File: src/rtl/sa_pkg.sv
// Shared definitions for the systolic-array drain logic.
//   drain_state_e : one-hot drain FSM encoding (IDLE, DRAIN)
//   num_macs      : number of MACs in a width x height array
//   idx_width     : bit width of a word index over n words (never below 1)
package sa_pkg;

  typedef enum logic [1:0] {
    IDLE  = 2'b01,
    DRAIN = 2'b10
  } drain_state_e;

  function automatic int num_macs(input int array_width, input int array_height);
    return array_width * array_height;
  endfunction

  function automatic int idx_width(input int n);
    return (n > 1) ? $clog2(n) : 1;
  endfunction

endpackage

File: src/rtl/z_serializer_counter.sv
// Word index counter for the result drain.
// Ports:
//   clk_i    in   clock
//   reset_i  in   asynchronous active-high reset, count -> 0
//   clear_i  in   synchronous clear, wins over en_i
//   en_i     in   increment by one
//   count_o  out  current count
module z_serializer_counter
  import sa_pkg::*;
#(
  parameter int width_p = 1
) (
  input  logic               clk_i,
  input  logic               reset_i,
  input  logic               clear_i,
  input  logic               en_i,
  output logic [width_p-1:0] count_o
);

  always_ff @(posedge clk_i or posedge reset_i) begin
    if (reset_i) begin
      count_o <= '0;
    end else if (clear_i) begin
      count_o <= '0;
    end else if (en_i) begin
      count_o <= count_o + width_p'(1);
    end
  end

endmodule

File: src/rtl/z_serializer.sv
// Drain end of the systolic array. Snapshots the packed MAC result bus once
// every MAC reports valid, acknowledges all MACs in that same cycle, then
// streams the words out one per beat on a valid/yumi producer interface.
//
// Build option: Z_SERIALIZER_TRANSPOSE_EN
//   defined   : words leave column-major (column outer, row inner)
//   undefined : words leave row-major (MAC index order)
//
// Ports:
//   clk_i      in   clock
//   reset_i    in   asynchronous active-high reset
//   en_i       in   global enable; low freezes all state
//   z_i        in   packed results, MAC k at [k*width_p +: width_p]
//   z_valid_i  in   per-MAC result valid
//   z_yumi_o   out  per-MAC result consumed (single-cycle, all bits together)
//   valid_o    out  data_o holds a result
//   yumi_i     in   downstream takes data_o this cycle
//   data_o     out  current result word
//   last_o     out  data_o is the final word of the matrix
//   busy_o     out  drain in progress
module z_serializer
  import sa_pkg::*;
#(
  parameter int width_p        = 32,
  parameter int array_width_p  = 2,
  parameter int array_height_p = 2
) (
  input  logic                                                 clk_i,
  input  logic                                                 reset_i,
  input  logic                                                 en_i,
  input  logic [width_p*num_macs(array_width_p,array_height_p)-1:0] z_i,
  input  logic [num_macs(array_width_p,array_height_p)-1:0]    z_valid_i,
  output logic [num_macs(array_width_p,array_height_p)-1:0]    z_yumi_o,
  output logic                                                 valid_o,
  input  logic                                                 yumi_i,
  output logic [width_p-1:0]                                   data_o,
  output logic                                                 last_o,
  output logic                                                 busy_o
);

  localparam int num_macs_lp = num_macs(array_width_p, array_height_p);
  localparam int idx_w_lp    = idx_width(num_macs_lp);
  localparam logic [idx_w_lp-1:0] last_idx_lp = idx_w_lp'(num_macs_lp - 1);

  drain_state_e          state_r, state_n;
  logic [width_p-1:0]    shadow_r [num_macs_lp];
  logic [idx_w_lp-1:0]   idx_r;
  logic [width_p-1:0]    word_w;
  logic                  capture_w;
  logic                  take_w;
  logic                  last_w;

  // Output sequence position at which MAC k is emitted. The mux below
  // compares idx_r against this per MAC, so any array shape works.
  function automatic logic [idx_w_lp-1:0] seq_of(input int k);
`ifdef Z_SERIALIZER_TRANSPOSE_EN
    return idx_w_lp'((k % array_width_p) * array_height_p + (k / array_width_p));
`else
    return idx_w_lp'(k);
`endif
  endfunction

  assign valid_o = (state_r == DRAIN);
  assign busy_o  = (state_r != IDLE);
  assign last_w  = valid_o && (idx_r == last_idx_lp);
  assign last_o  = last_w;
  assign take_w  = en_i & yumi_i & valid_o;

  // All MACs are acked together in the capture cycle itself.
  assign z_yumi_o = {num_macs_lp{capture_w}};

  always_ff @(posedge clk_i or posedge reset_i) begin
    if (reset_i) begin
      state_r <= IDLE;
    end else begin
      state_r <= state_n;
    end
  end

  // Every transition is already qualified by en_i, so no enable on the register.
  always_comb begin
    state_n   = state_r;
    capture_w = 1'b0;
    case (state_r)
      IDLE: begin
        if (en_i && (&z_valid_i)) begin
          capture_w = 1'b1;
          state_n   = DRAIN;
        end
      end
      DRAIN: begin
        if (take_w && last_w) begin
          state_n = IDLE;
        end
      end
      default: state_n = IDLE;
    endcase
  end

  always_ff @(posedge clk_i or posedge reset_i) begin
    if (reset_i) begin
      for (int k = 0; k < num_macs_lp; k++) begin
        shadow_r[k] <= '0;
      end
    end else if (capture_w) begin
      for (int k = 0; k < num_macs_lp; k++) begin
        shadow_r[k] <= z_i[k*width_p +: width_p];
      end
    end
  end

  // Index restarts on capture and after the last beat leaves.
  z_serializer_counter #(
    .width_p (idx_w_lp)
  ) idx_counter (
    .clk_i   (clk_i),
    .reset_i (reset_i),
    .clear_i (capture_w | (take_w & last_w)),
    .en_i    (take_w),
    .count_o (idx_r)
  );

  always_comb begin
    word_w = '0;
    for (int k = 0; k < num_macs_lp; k++) begin
      if (idx_r == seq_of(k)) begin
        word_w = shadow_r[k];
      end
    end
  end

  // Bus reads zero whenever nothing is being offered.
  assign data_o = valid_o ? word_w : '0;

`ifndef SYNTHESIS
  yumi_needs_valid: assert property (@(posedge clk_i) disable iff (reset_i) yumi_i |-> valid_o)
    else $error("z_serializer: yumi_i asserted without valid_o");
`endif

endmodule

File: config.mk
export PLATFORM = sky130hd
export DESIGN_NAME = z_serializer
export DESIGN_NICKNAME = d
export VERILOG_FILES = /design/src/rtl/sa_pkg.sv /design/src/rtl/z_serializer_counter.sv /design/src/rtl/z_serializer.sv
export SDC_FILE = /design/constraint.sdc
export NUM_CORES = 1
export LEC_CHECK = 0
export ABC_AREA = 1
export CORE_ASPECT_RATIO = 0.7
export CORE_MARGIN = 2
export CORE_UTILIZATION = 52
export DETAILED_ROUTE_END_ITERATION = 7
export PLACE_DENSITY = 0.85
export RECOVER_POWER = 25
export SYNTH_ARGS = -nofsm -noshare
export SYNTH_HDL_FRONTEND = slang
export SYNTH_SLANG_ARGS = --single-unit
File: constraint.sdc
create_clock -name clk_i -period 8.15 [get_ports clk_i]
set_input_delay 2.445 -clock clk_i [delete_from_list [all_inputs] [get_ports clk_i]]
set_output_delay 2.445 -clock clk_i [all_outputs]
set_load 0.02 [all_outputs]
# After elaboration in Yosys (flattened, before gate mapping)

Cells that the tools add are included.

Bits in registers: 132
Output and inout bits: 39
Logic and storage cells: 38
Bits of input ports: 136

Reduce and logical (&&, ||, !) cells: 7
Eq/ne operators: 8
Bitwise operators: 4
Add/sub/neg operators: 1
Mux-type cells: 12

Operators with widths:

| cell                                                  | number |
|---|---|
| two-way mux 32 bit                                    | 5 |
| two-way mux 2 bit                                     | 4 |
| == test 2 bit, second input constant                  | 3 |
| == test 2 x 1 -> 1 bit, second input constant         | 2 |
| inequality test 2 x 1 -> 1 bit, second input constant | 2 |
| case mux 2 bit (2 select lines)                       | 1 |
| AND reduction 4 bit                                   | 1 |
| bitwise AND 1 bit                                     | 3 |
| logical AND 1 bit                                     | 3 |
| adder 2 x 1 -> 2 bit, second input constant           | 1 |
| zero test 2 bit                                       | 1 |
| two-way mux 1 bit                                     | 2 |
| inequality test 2 bit, second input constant          | 1 |
| AND reduction 2 bit                                   | 1 |
| nonzero test 2 bit                                    | 1 |
| OR 1 bit                                              | 1 |

# Depth between registers and ports, before layout

Gate-level depths: netlist of run 1.

Depth in word-level cells: 6
Depth in mapped cells: 9

# Cells and area by module

From an unflattened synthesis of run 1, not the netlist that was laid out.

Cells, all modules: 935
Area, all modules: 6,867.8 um^2

By module, submodules not included:

| module               | area each (um^2) | cells each | seq. area each (um^2) | instances |
|---|---|---|---|---|
| z_serializer         | 6,777.8          | 923        | 3,254.4               | 1 |
| z_serializer_counter | 90.1             | 12         | 50.0                  | 1 |

# Worst setup path after synthesis of run 1

OpenSTA, ideal clock, no wires.

Path type: input port to output port
Start point: input z_valid_i[0]
End point: output z_yumi_o[0]
Stages: 6
Setup slack: 2,589 ps
Data required time: 5,705 ps
Path buffers: 2
Arrival: 3,116 ps
Path through: nand2_1 nor2_2 nand2_2 inv_2 buf_2 buf_4

Cells in the longest elaborated chain, start to end: 4

RTL lines:

| what                | RTL line           | source |
|---|---|---|
| start, declared     | z_serializer.sv:32 | `input logic [num_macs(array_width_p,array_height_p)-1:0] z_valid_i,` |
| AND reduction 4 bit | z_serializer.sv:86 | `if (en_i && (&z_valid_i)) begin` |
| logical AND 1 bit   | z_serializer.sv:86 |  |
| two-way mux 1 bit   | z_serializer.sv:86 |  |
| two-way mux 1 bit   | z_serializer.sv:84 | `case (state_r)` |
| end, declared       | z_serializer.sv:33 | `output logic [num_macs(array_width_p,array_height_p)-1:0] z_yumi_o,` |

Every way passes these cells.

# Worst setup path in the final report of run 1

Start point: input en_i
End point: output z_yumi_o[1]

Cells in the longest elaborated chain, start to end: 3

RTL lines:

| what              | RTL line           | source |
|---|---|---|
| start, declared   | z_serializer.sv:30 | `input logic en_i,` |
| logical AND 1 bit | z_serializer.sv:86 |  |
| two-way mux 1 bit | z_serializer.sv:86 |  |
| two-way mux 1 bit | z_serializer.sv:84 |  |

Every way passes these cells.

==> reports/results.txt, run 1 <==
cts repair resizes = 0
Ys Warns = 0
outcome = complete, but fails checks
setup TNS = 0 ps
Reg-to-Reg End = shadow_r[96]
grt total ovfl = 0
# clock sinks = 132
RSZ-0062 raised after global routing = no
R2R setup slack = 5500 ps
PortBufs = 174
Max Clock Freq = 142.4 MHz
largest net degree at the start of global routing = 100
Hold Vio Cnt, Final = 0
pins over their slew limit = 112
total power = 1.911 mW
Yosys reg bits = 132
Pleak = 4.392 nW
endpoints failing setup = 0
vias in the first global route = 5684
post-route ant nets = 0
initial core utilization = 54.07%
core area = 11850 um^2
Area growth syn-to-layout = 34.82%
Worst EP required = 5710 ps
max_cap viols = 2
CP Launch Type = input port
Arr. time, crit path = 4580 ps
CTS tree = done
Worst Reg-to-Reg Cells = 7
failing checks = capacitance limit, slew limit
cts bufs inserted = 17
Worst-path clk slew = 50 ps
pwr dens = 221.3 nW/um^2
layout cell share with drive strength beyond 1 = 4.280%
Cell Area, Synth = 6407 um^2
r2r startpoint = state_r[0]
die height = 96.88 um
sequential share of the synthesized area = 51.57%
n_diodes = 0
first-pass GRT wire length = 29150 um
clk root buf = clkbuf_16
NumNets Final = 1155
largest cells by area after synthesis = dfrtp_1 51%, nand2_1 29%, a21oi_1 4.4%, nand3_1 2.8%, inv_1 2.2%
drt wl/cell = 15.31 um
via/cell ratio = 5.062
Hold Crit Class = register to register
relative slew slack = -114.8%
Post-Synthesis Cells = 871
gpl congestion = 0.8834
critical path class = input port to primary output
full die area = 13240 um^2
cts hold-fix bufs = 0
fin crit share = 86.14%
crit end category = primary output
hold endpoint = shadow_r[2]
Setup Skew = 13.94 ps
commonest non-fill, non-tap cell in the layout = nand2_1
Critical Path Fanout Max = 47
IO Pins = 175
Skew-Pair Late Insertion Delay = 420 ps
Initial DRC Count = 514
Post-Syn Area per Cell = 7.356 um^2
H-tree depth = 4
first-pass detailed-route iteration total = 5
num rows = 33
via count = 5998
Clock Tree Buf Depth = 2
Synth cell types = 18
Post-CTS Setup Repair Bufs = 0
Final HPWL DP = 12000 um
Die W = 136.7 um
Slew @ Worst Pin = 3222 ps
top-area cell type share of the netlist area = 51.16%
commonest non-fill, non-tap cells in the layout = 501 x nand2_1, 173 x clkdlybuf4s50_1, 131 x dfrtp_1
Min-Delay Path Depth = 2
initial antenna violation count = 0
Total Routing Usage GR = 28.55%
worst hold start = shadow_r[2]
Synth area leader = dfrtp_1
Syn Nets = 1011
Max VDD drop = 0.1729 mV
Total Routed Length = 18140 um
DRC = 0
Min Clock Period, post-route = 7021 ps
stage by stage:
step	cells	utilization, %	instance area (um^2)	hold WS (ps)	setup slack (ps)
2_1_floorplan	871	-	6407	443.6	2181
3_3_place_gp	1153	68.05	8064	456.7	1169
3_5_place_dp	1153	68.05	8064	459.5	1125
4_1_cts	1185	72.97	8647	475.9	1131
5_1_grt	1185	72.90	8638	491.1	1005
6_report	1185	72.90	8638	473.1	1129
worst max-delay path by stage:
stage | from | cells past startpoint | slack [ps] | end
2_1_floorplan | reset_i | 1 | 2180 | idx_counter.count_o[0]
3_3_place_gp | en_i | 6 | 1170 | z_yumi_o[3]
3_5_place_dp | en_i | 6 | 1130 | z_yumi_o[1]
4_1_cts | en_i | 6 | 1130 | z_yumi_o[1]
5_1_grt | en_i | 6 | 1000 | z_yumi_o[3]
6_report | en_i | 6 | 1130 | z_yumi_o[1]
per-layer routing:
metal  track usage (%)  wire (um)
met5                 0          0
met4             7.131        209
met3             7.547       1682
met2             39.27       7663
met1             44.49       8587
cells in the mapped netlist (all sizes together):
master and number:
buf 37, dfrtp 131, dfstp 1, nand3 36, o21ai 24, nor3 1
inv 38, clkbuf 20, nor2 21, ha 4, a21oi 56, nand2 502
final cells by class:
cell class,instances,area (um^2)
tap,157,196.4
clock buffer,18,429.2
clock inverter,14,153.9
sequential,132,3304
fill,937,3212
timing repair buffer,182,1794
inverter,38,146.4
multi-input combinational,644,2614
registers in the layout, indices dropped and copies added, names as in the netlist:
signal	cells
state_r	2
idx_counter.count_o	2
shadow_r	128
power by group:
| part | switching, mW | internal (mW) | total (mW) |
|---|---|---|---|
| clock network | 0.294 | 0.453 | 0.747 |
| registers | 0.0726 | 0.786 | 0.859 |
| logic | 0.163 | 0.142 | 0.306 |
| total | 0.530 | 1.38 | 1.91 |
kinds of logic (layout without fill, tap and decap cells):
group,count (synthesis),after routing,synth area share (%)
fa+ha+maj,4,4,0.7811
simple gates,560,560,33.65
buf+inv,95,252,7.752
compound gates,80,80,6.249
flops,132,132,51.57
critical path, stage by stage:
cell and delay [ps]:
clkdlybuf4s50_1 470, inv_1 40, nor2_1 180, nand2_4 270, inv_4 450, clkdlybuf4s50_1 700
No activity file was read; power rests on OpenSTA's default activity.
==> inputs of run 2 (changes only) <==
--- a/config.mk
+++ b/config.mk
@@ -12,6 +12,7 @@
 export DETAILED_ROUTE_END_ITERATION = 7
 export PLACE_DENSITY = 0.85
 export RECOVER_POWER = 25
+export SETUP_SLACK_MARGIN = 0.4
 export SYNTH_ARGS = -nofsm -noshare
 export SYNTH_HDL_FRONTEND = slang
 export SYNTH_SLANG_ARGS = --single-unit
==> results of run 2 <==
Same layout as run 1: the final DEF is identical, and so are final timing and power.
==> inputs of run 3 (changes only) <==
--- a/config.mk
+++ b/config.mk
@@ -5,12 +5,11 @@
 export SDC_FILE = /design/constraint.sdc
 export NUM_CORES = 1
 export LEC_CHECK = 0
-export ABC_AREA = 1
 export CORE_ASPECT_RATIO = 0.7
 export CORE_MARGIN = 2
 export CORE_UTILIZATION = 52
 export DETAILED_ROUTE_END_ITERATION = 7
-export PLACE_DENSITY = 0.85
+export PLACE_DENSITY = 0.86
 export RECOVER_POWER = 25
 export SETUP_SLACK_MARGIN = 0.4
 export SYNTH_ARGS = -nofsm -noshare
==> run 3 against run 2 <==
The flow still finishes with violations (capacitance limit, slew limit). Critical path type unchanged. Highest routed layer unchanged. Power increased by 8.0%. Largest cell class unchanged. Maximum frequency increased by 5.8%. Critical endpoint is now z_yumi_o[0]. Hold slack improved by 13 ps. Sequential share of layout area increased by 0.96 points. Cell count decreased by 34%. Flip-flop and latch count unchanged. Clock skew decreased by 6.5 ps. Clock power increased by 2%.
==> reports/results.txt, run 3 <==
worst hold start = shadow_r[40]
max layer used = met4
RSZ-0062 raised after global routing = no
Arr. time, crit path = 4190 ps (-390 ps)
Ys Warns = 0 (unchanged)
Commonest cells post-synth = 131 x dfrtp_1, 65 x mux2_1, 63 x mux2_2, 34 x nor2b_1, 32 x nand3_1
Buffers & Inverters on Critical Path = 2 (-2)
most common cell in the netlist = dfrtp_1
routed length on met1 = 6605 um (-23%)
NumNets Final = 755 (-35%)
fin crit share = 81.38% (-4.8 points)
met2 WL = 7432 um (-3.0%)
pins over their slew limit = 150 (+34%)
via count = 4496 (-25%)
Slew @ Worst Pin = 3919 ps (+696.6 ps)
via/cell ratio = 5.742 (+13%)
hold endpoint = shadow_r[40]
Register Area = 3304 um^2 (unchanged)
Max Clock Freq = 150.8 MHz (+5.8%)
outcome = complete, but fails checks
largest cells by area after synthesis = dfrtp_1 54%, mux2_1 12%, mux2_2 12%, a221oi_1 4.4%, o41ai_1 4.4%
grt total ovfl = 0 (unchanged)
DRC = 0 (unchanged)
Synth cell types = 29 (+11)
max incr delay on CP = 710 ps (about the same)
IO Pins = 175 (unchanged)
CTS tree = done
CP Launch Type = input port
Worst-path clk slew = 50 ps (about the same)
Post-CTS Setup Repair Bufs = 0 (unchanged)
Pleak = 3.485 nW (-21%)
fillers = 768 (-18%)
vias in the first global route = 4698 (-17%)
pwr dens = 244.9 nW/um^2 (+11%)
sequential share of the synthesized area = 54.12% (+2.5 points)
commonest non-fill, non-tap cell in the layout = clkdlybuf4s50_1
critical path class = input port to primary output
Reg-to-Reg End = shadow_r[6]
Die W = 133.5 um (-2.3%)
Synth area leader = dfrtp_1
# clock sinks = 132 (unchanged)
Clock Tree Buf Depth = 2 (unchanged)
routed wl met3 = 1181 um (-30%)
top-area cell type share of the netlist area = 53.69% (+2.5 points)
Setup Skew = 7.421 ps (-6.519 ps)
Max VDD drop = 0.1818 mV (+5.2%)
Crit. Startpoint = en_i
core area = 11560 um^2 (-2.4%)
H-tree depth = 4 (unchanged)
Post-Synthesis Cells = 461 (-47%)
first-pass GRT wire length = 24230 um (-17%)
clk root buf = clkbuf_16
gpl congestion = 0.8011 (-9.3%)
most used cell, CP = clkdlybuf4s50_1
die height = 94.66 um (-2.3%)
Initial DRC Count = 236 (-54%)
cts repair resizes = 0 (unchanged)
initial antenna violation count = 0 (unchanged)
Biggest register = shadow_r
max_cap viols = 2 (unchanged)
Post-synth EDFFs = 0 (unchanged)
total power = 2.063 mW (+8.0%)
cts hold-fix bufs = 0 (unchanged)
layout cell share with drive strength beyond 1 = 16.77% (+12 points)
R2R setup slack = 3550 ps (-1950 ps)
Area growth syn-to-layout = 38.01%
initial core utilization = 52.81% (-1.3 points)
endpoints failing setup = 0 (unchanged)
Total Routing Usage GR = 24.96% (-3.6 points)
Slowest cell on crit path = clkdlybuf4s50_1
Cell Area, Synth = 6106 um^2 (-4.7%)
worst-path cell chain = clkdlybuf4s50_1, nand2_1, nor3_1, clkdlybuf4s50_1
Post-Syn Area per Cell = 13.24 um^2 (+80%)
Hold Crit Class = register to register
commonest non-fill, non-tap cells in the layout = 172 x clkdlybuf4s50_1, 131 x dfrtp_1, 65 x mux2_1
CP Depth = 4 (-2)
cts bufs inserted = 17 (unchanged)
most frequently used flop master after synthesis = dfrtp_1
Worst EP required = 5710 ps (about the same)
Yosys reg bits = 132 (unchanged)
r2r startpoint = state_r[0]
largest net degree at the start of global routing = 76 (-24%)
Total Routed Length = 15310 um (-16%)
CP top delay family = buffers and inverters
Skew-Pair Late Insertion Delay = 400 ps (-20 ps)
first-pass detailed-route iteration total = 4 (-1)
Largest register FFs = 128 (unchanged)
Critical Path Fanout Max = 6 (-87%)
full die area = 12640 um^2 (-4.5%)
Fin Hold WS = 485.7 ps (+12.54 ps)
post-route ant nets = 0 (unchanged)
relative slew slack = -161.3% (-46 points)
crit end category = primary output
num rows = 33 (unchanged)
top flop regs = shadow_r x128, idx_counter.count_o x2, state_r x2
share of synthesized flip-flops with an asynchronous set or reset = 100.0% (unchanged)
Syn Nets = 601 (-41%)
PortBufs = 174 (unchanged)
n_diodes = 0 (unchanged)
failing checks = capacitance limit, slew limit
drt wl/cell = 19.55 um (+28%)
setup TNS = 0 ps (unchanged)
area of the multi-input gates = 2530 um^2 (-3.2%)
Min-Delay Path Depth = 1 (-1)
Final HPWL DP = 9725 um (-19%)
Min Clock Period, post-route = 6633 ps (-388.0 ps)
Worst Reg-to-Reg Cells = 4 (-3)
Hold Vio Cnt, Final = 0 (unchanged)
==> run 3: cell count changes in the layout (fill, tap and decap cells not counted), sizes merged, moves of 23 or more <==
| cell | delta |
|---|---|
| nor2b | +34 |
| nand2 | -500 |
| inv | -38 |
| a21oi | -55 |
| o41ai | +31 |
| a221oi | +31 |
| mux2 | +128 |
| o21ai | -23 |
==> run 3: power by group <==
part | switching [mW] | leakage (nW) | internal (mW) | total (mW)
Sequential | 0.0837 | 1.64 | 0.811 | 0.895
Clock | 0.269 | 0.284 | 0.492 | 0.760
Combinational | 0.184 | 1.56 | 0.225 | 0.409
==> run 3: logic make-up after synthesis <==
kind of cell               count (synthesis)  share of synthesized area (%)
DFF                                      132                          54.12
muxes                                    130                          23.93
adders and majority gates                  4                         0.8197
AOI/OAI and AO/OA                         66                          9.324
and+or+nand+nor                           79                          7.377
buffers and inverters                     50                          4.426
==> run 3: worst max-delay path by stage <==
| stage | end | slack (ps) |
|---|---|---|
| 2_1_floorplan | idx_counter.count_o[0] | 2180 |
| 3_3_place_gp | z_yumi_o[3] | 1770 |
| 3_5_place_dp | z_yumi_o[0] | 1740 |
| 4_1_cts | z_yumi_o[0] | 1730 |
| 5_1_grt | shadow_r[108] | 1160 |
| 6_report | z_yumi_o[0] | 1520 |
==> run 3: metal layers <==
metal / up-vias / global-route usage (%)
met2: 164 / 41.80
met3: 6 / 7.890
met1: 2293 / 32.08
met5: - / 0
met4: 0 / 6.028
li1: 2033 / -
==> run 3: final cells by class <==
cell class	count	share of cell area, %
Sequential cell	132	39.21
Multi-Input combinational cell	279	30.02
Timing Repair Buffer	181	21.25
Clock buffer	20	5.419
Tap cell	157	2.331
Clock inverter	10	1.574
Inverter	4	0.1930
==> run 3: through the flow <==
step           cells  cell area [um^2]  utilization [%]  worst slack (ps)
2_1_floorplan    461              6106                -              2181
4_1_cts          783              8443            73.03              1735
6_report         783              8427            72.89              1517
5_1_grt          783              8427            72.89              1164
3_5_place_dp     753              7854            67.93              1740
3_3_place_gp     753              7854            67.93              1769
==> run 3: worst register-to-register path, delay by kind of cell, from the launching register on <==
kind,cells,cell delay [ps]
buffers and inverters,1,2780
flip-flops,1,530
AND/OR/NAND/NOR,2,550
multiplexers,1,660
